File: config.mk
export PLATFORM = sky130hd
export DESIGN_NAME = boot_loader
export DESIGN_NICKNAME = d
export VERILOG_FILES = /design/src/rtl/boot_loader_pkg.sv /design/src/rtl/byte_packer.sv /design/src/rtl/boot_loader.sv
export SDC_FILE = /design/constraint.sdc
export NUM_CORES = 1
export LEC_CHECK = 0
export ABC_AREA = 1
export CORE_MARGIN = 8
export CORE_UTILIZATION = 40
export CTS_CLUSTER_DIAMETER = 80
export DETAILED_ROUTE_END_ITERATION = 10
export PLACE_DENSITY = 0.58
export REMOVE_ABC_BUFFERS = 1
export SYNTH_ARGS = -nofsm -noshare
export SYNTH_HDL_FRONTEND = slang
export SYNTH_HIERARCHICAL = 1
export SYNTH_SLANG_ARGS = --single-unit
File: constraint.sdc
create_clock -name CLK -period 2.3 [get_ports CLK]
set_input_delay 0.69 -clock CLK [delete_from_list [all_inputs] [get_ports CLK]]
set_output_delay 0.69 -clock CLK [all_outputs]
set_load 0.02 [all_outputs]
File: src/rtl/boot_loader_pkg.sv
// boot_loader shared definitions: FSM encodings and frame constants.
// Optional timeout is enabled with BOOT_LOADER_TIMEOUT_EN (see boot_loader.sv).
package boot_loader_pkg;

    typedef enum logic [2:0] {
        LEN_LO,
        LEN_HI,
        DATA,
        CSUM,
        DONE,
        ERR
    } state_t;

    localparam int HDR_BYTES      = 2;
    localparam int BYTES_PER_WORD = 4;
    localparam int CSUM_W         = 8;
    localparam int LANE_W         = $clog2(BYTES_PER_WORD);

endpackage

File: src/rtl/byte_packer.sv
// byte_packer: gathers bytes LSB-first into 32-bit words.
// word/word_valid are registered; word holds between pulses.
module byte_packer
    import boot_loader_pkg::*;
(
    input  logic        clk,
    input  logic        clear,
    input  logic [7:0]  data,
    input  logic        valid,
    output logic [31:0] word,
    output logic        word_valid,
    output logic        last
);

    logic [LANE_W-1:0] lane;
    logic [23:0]       shreg;

    assign last = (lane == LANE_W'(BYTES_PER_WORD - 1));

    // Shift lower lanes in; emit the word on the final lane.
    always_ff @(posedge clk) begin
        if (clear) begin
            lane       <= '0;
            shreg      <= '0;
            word       <= '0;
            word_valid <= 1'b0;
        end else begin
            word_valid <= 1'b0;
            if (valid) begin
                if (last) begin
                    word       <= {data, shreg};
                    word_valid <= 1'b1;
                    lane       <= '0;
                end else begin
                    shreg <= {data, shreg[23:8]};
                    lane  <= lane + 1'b1;
                end
            end
        end
    end

endmodule

File: src/rtl/boot_loader.sv
// boot_loader: receives a length-prefixed, checksummed image and writes
// it to instruction memory. Inter-byte timeout: BOOT_LOADER_TIMEOUT_EN.
module boot_loader
    import boot_loader_pkg::*;
#(
    parameter int ADDR_WIDTH     = 8,
    parameter int TIMEOUT_CYCLES = 100000
) (
    input  logic                  CLK,
    input  logic                  rst,
    input  logic [7:0]            rx_data,
    input  logic                  rx_valid,
    output logic                  rx_ready,
    output logic                  im_we,
    output logic [ADDR_WIDTH-1:0] im_addr,
    output logic [31:0]           im_wd,
    output logic                  core_rst,
    output logic                  load_done,
    output logic                  load_err,
    output logic [15:0]           words_loaded
);

    localparam logic [16:0] CAPACITY = 17'(1) << ADDR_WIDTH;

    state_t            state;
    state_t            state_nx;
    logic              armed;
    logic              hs;
    logic [7:0]        len_lo;
    logic [15:0]       n_words;
    logic [15:0]       n_hdr;
    logic [CSUM_W-1:0] csum;
    logic              pk_last;
    logic              last_word;
    logic              tmo_hit;

    assign hs        = rx_valid && rx_ready;
    assign n_hdr     = {rx_data, len_lo};
    assign last_word = pk_last && (words_loaded == n_words - 16'd1);

    byte_packer u_packer (
        .clk        (CLK),
        .clear      (rst),
        .data       (rx_data),
        .valid      (hs && (state == DATA)),
        .word       (im_wd),
        .word_valid (im_we),
        .last       (pk_last)
    );

`ifdef BOOT_LOADER_TIMEOUT_EN
    logic [31:0] tmo_cnt;
    logic        tmo_run;

    assign tmo_run = (state == LEN_HI) || (state == DATA) || (state == CSUM);
    assign tmo_hit = tmo_run && !hs
                  && (tmo_cnt == 32'(TIMEOUT_CYCLES - 1));

    // Idle-cycle counter, restarted by every accepted byte.
    always_ff @(posedge CLK) begin
        if (rst || hs || !tmo_run) begin
            tmo_cnt <= '0;
        end else begin
            tmo_cnt <= tmo_cnt + 32'd1;
        end
    end
`else
    logic unused_tmo;
    assign unused_tmo = ^TIMEOUT_CYCLES;
    assign tmo_hit    = 1'b0;
`endif

    // State register.
    always_ff @(posedge CLK) begin
        if (rst) begin
            state <= LEN_LO;
        end else begin
            state <= state_nx;
        end
    end

    // Frame sequencing; a timeout overrides any pending move.
    always_comb begin
        state_nx = state;
        unique case (state)
            LEN_LO: if (hs) state_nx = LEN_HI;
            LEN_HI: begin
                if (hs) begin
                    if (n_hdr == 16'd0) begin
                        state_nx = CSUM;
                    end else if ({1'b0, n_hdr} > CAPACITY) begin
                        state_nx = ERR;
                    end else begin
                        state_nx = DATA;
                    end
                end
            end
            DATA: if (hs && last_word) state_nx = CSUM;
            CSUM: begin
                if (hs) begin
                    state_nx = (rx_data == csum) ? DONE : ERR;
                end
            end
            DONE:    state_nx = DONE;
            ERR:     state_nx = ERR;
            default: state_nx = LEN_LO;
        endcase
        if (tmo_hit) state_nx = ERR;
    end

    // Handshake and status outputs decoded from state.
    always_comb begin
        rx_ready  = 1'b0;
        load_done = 1'b0;
        load_err  = 1'b0;
        unique case (state)
            LEN_LO, LEN_HI, DATA, CSUM: rx_ready = armed;
            DONE:    load_done = 1'b1;
            ERR:     load_err  = 1'b1;
            default: rx_ready  = 1'b0;
        endcase
    end

    // Header capture, checksum, word address/count and core reset.
    always_ff @(posedge CLK) begin
        if (rst) begin
            armed        <= 1'b0;
            len_lo       <= '0;
            n_words      <= '0;
            csum         <= '0;
            im_addr      <= '0;
            words_loaded <= '0;
            core_rst     <= 1'b1;
        end else begin
            armed    <= 1'b1;
            core_rst <= (state != DONE);
            if (hs && (state == LEN_LO)) begin
                len_lo <= rx_data;
            end
            if (hs && (state == LEN_HI)) begin
                n_words <= n_hdr;
            end
            if (hs && (state == DATA)) begin
                csum <= csum + rx_data;
                if (pk_last) begin
                    im_addr      <= words_loaded[ADDR_WIDTH-1:0];
                    words_loaded <= words_loaded + 16'd1;
                end
            end
        end
    end

endmodule

==> flow_summary.json <==
{
  "die_w_um": 137,
  "hold_start": "u_packer/word[15]",
  "antenna_found_initial": 0,
  "critical_path_class": "flip-flop to output port",
  "avgSynthCellArea_um2": 7.07,
  "whs_endpoint": "u_packer/word[15]",
  "slowest_delay_ns": 0.66,
  "async_flop_share_pct": 0,
  "reg2reg_to": "state[0]",
  "grt_setup_unrepaired": "false",
  "finalSetupTns_ns": 0,
  "grt_pass1_vias": 5276,
  "powerDensity_nw_per_um2": 701,
  "power.share.clock_pct": 50.4,
  "cts_tree": "done",
  "cp_num_buf_inv": 1,
  "ys.flop_type": "dfxtp_1",
  "track_usage_pct": 17.0,
  "netlist_instances": 822,
  "grt.overflow.total": 0,
  "p_sw_uw": 1370,
  "period_share_pct": 96.7,
  "cp-end-kind": "output port",
  "antenna_cells": 0,
  "min_path_type": "flip-flop to flip-flop",
  "synth_edf_count": 0,
  "r2r_start": "n_words[0]",
  "drt-total-wl_um": 15400,
  "postRouteAntennaNets": 0,
  "p_sw_share_pct": 25.9,
  "gp_congestion": 0.837,
  "final_cells": 1116,
  "cts_setup_buffers": 0,
  "crit_required_ns": 1.61,
  "relSlewSlack_pct": 63.1,
  "cp_cell_sequence": "clkdlybuf4s50_1",
  "finalSetupViolCount": 0,
  "cts.sinks": 120,
  "ys_seq_area_share_pct": 41.3,
  "place_hpwl_um": 11100,
  "io_buffers": 71,
  "total_power_uw": 5290,
  "critPathTopFamily": "buffers and inverters",
  "die_y_um": 137,
  "start_kind": "flip-flop",
  "slew_viol_final": 0,
  "vias": 5473,
  "syn_area_um2": 5810,
  "pre_cts_slack_ns": -0.429,
  "start_util_pct": 40.5,
  "viasPerCell": 4.90,
  "holdPathStages": 2,
  "cpMaxStageDelayCell": "clkdlybuf4s50_1",
  "period_minus_slack_ns": 2.23,
  "cts_inserted_buffers": 17,
  "clock-skew-final_ns": 0.00467,
  "max_freq_mhz": 449,
  "ctsLongestPathBuffers": 2,
  "cts_root_buf": "clkbuf_16",
  "r2r_slack_ns": 0.22,
  "rows": 44,
  "grt_max_degree": 49,
  "worst_slew_pin_slew_ns": 0.553,
  "drt-initial-drc-count": 302,
  "drt_first_pass_iters": 5,
  "pwr-share-comb_pct": 8.9,
  "maxCapViolCount": 0,
  "worstPathArrival_ns": 1.54,
  "yosysWarnings": 6,
  "p_leak_uw": 0.00322,
  "seq_power_share_pct": 40.7,
  "ir_worst_vdd_mv": 0.460,
  "outcome": "completed",
  "cp_max_fo": 7,
  "setup_slack_ns": 0.0748,
  "drc": 0,
  "netlist.top_cell.by_area": "dfxtp_1",
  "grt_pass1_wl_um": 25400,
  "dp_cells": 1084,
  "clk-insertion-delay-late_ns": 0.42,
  "design.core.area_um2": 14400,
  "reg2reg_depth": 13,
  "synth_seq_cells": 120,
  "final_cell_mix": "150 x nand2_1, 119 x dfxtp_1, 105 x nor2_1",
  "synth_cell_types": 37,
  "synth_top_area_share_pct": 41.3,
  "nets": 942,
  "layout_commonest_cell": "nand2_1",
  "drive_above_1_share_pct": 13.2,
  "htreeDepth": 4,
  "die_area_um2": 18700,
  "syn_to_final_growth_pct": 29.8,
  "internal-power_uw": 3920,
  "io_pins": 72,
  "post_drt_wl_per_cell_um": 13.8,
  "synthTopCellsByArea": "dfxtp_1 41%, nand2_1 9.7%, a21oi_1 7.2%",
  "clk_pin_slew_worst_paths_ns": 0.06,
  "hold_viol": 0
}
-- final cells by class --
type | count | area (um^2)
Clock buffer | 17 | 425
Clock inverter | 15 | 165
Fill cell | 1417 | 6820
Inverter | 105 | 397
Multi-Input combinational cell | 559 | 2820
Sequential cell | 120 | 2400
Tap cell | 184 | 230
Timing Repair Buffer | 116 | 1100
-- timing repair --
action                                  CTS  global route
gates cloned                              0             0
hold buffers                              0             0
endpoints found under the setup margin    4             8
pin swaps                                 0             1
gates resized for setup                   4            15
-- per-stage QoR --
| stage | area, um^2 | hold slack [ns] | util [%] |
|---|---|---|---|
| final | 7550 | 0.463 | 52.5 |
| after global routing | 7550 | 0.479 | 52.5 |
| after floorplan | 5590 | 0.443 | - |
| after CTS | 7520 | 0.465 | 52.3 |
| after global placement | 6930 | 0.451 | 48.2 |
| after detailed placement | 6930 | 0.453 | 48.2 |
-- state kept, by name, summed over array words and instances, names as in the netlist --
| name | cells |
|---|---|
| u_packer/word | 32 |
| core_rst | 1 |
| state | 3 |
| armed | 1 |
| u_packer/word_valid | 1 |
| im_addr | 8 |
| n_words | 16 |
| len_lo | 8 |
| csum | 8 |
| u_packer/shreg | 24 |
| u_packer/lane | 2 |
| words_loaded | 16 |
-- cell usage after synthesis (2+ instances only) --
cell	number
a211oi_1	4
a21oi_1	84
a31oi_1	2
buf_2	11
buf_4	7
buf_6	5
clkbuf_1	15
clkinv_1	3
dfxtp_1	120
ha_1	11
inv_1	93
inv_2	8
nand2_1	150
nand2_2	2
nand3_1	82
nand3b_1	4
nand4_1	6
nor2_1	105
nor2_2	15
nor2_4	2
nor2_8	3
nor3_1	7
nor4_1	3
o211ai_1	3
o21ai_0	42
o21ai_1	8
xnor2_1	9
xor2_1	9
-- how the worst max path moves through the flow --
stage                          from          endpoint  slack, ns  cells past startpoint
CTS                 words_loaded[1]   words_loaded[1]      0.005                      1
floorplan                  rx_valid  words_loaded[13]       -0.1                     11
global placement         rx_data[0]           csum[6]      -0.40                     10
finish              words_loaded[6]   words_loaded[6]       0.07                      1
global route        words_loaded[6]   words_loaded[6]       0.02                      1
detailed placement       rx_data[0]           csum[6]      -0.43                     10
-- logic make-up after synthesis --
group | count (synthesis) | synth area share (%)
XOR/XNOR | 18 | 2.71
AND/OR/NAND/NOR | 385 | 29.9
flip-flops | 120 | 41.3
buffers and inverters | 143 | 10.6
AO/OA/AOI/OAI | 144 | 12.8
adder cells (fa/ha/maj) | 12 | 2.71
-- worst min-delay path, stage by stage, from the launching register on --
cell	delay, ns
dfxtp_1	0.31
nand2_1	0.06
a21oi_1	0.05
-- power groups by stage --
stage                     sequential (uW)  clock, uW  combinational, uW
after floorplan                      2190          0                293
after detailed placement             2200          0                461
final                                2150       2670                468
after global placement               2200          0                449
after global routing                 2160       2800                534
after CTS                            2150       2710                463
-- per-layer routing --
metal	global-route usage, %	part of all wire (%)	vias up
li1	-	-	2835
met1	21.4	47	2503
met2	27.9	47	115
met3	4.00	4.3	20
met4	6.10	1.4	0
met5	0	0	-
(Power assumes the default switching activity.)
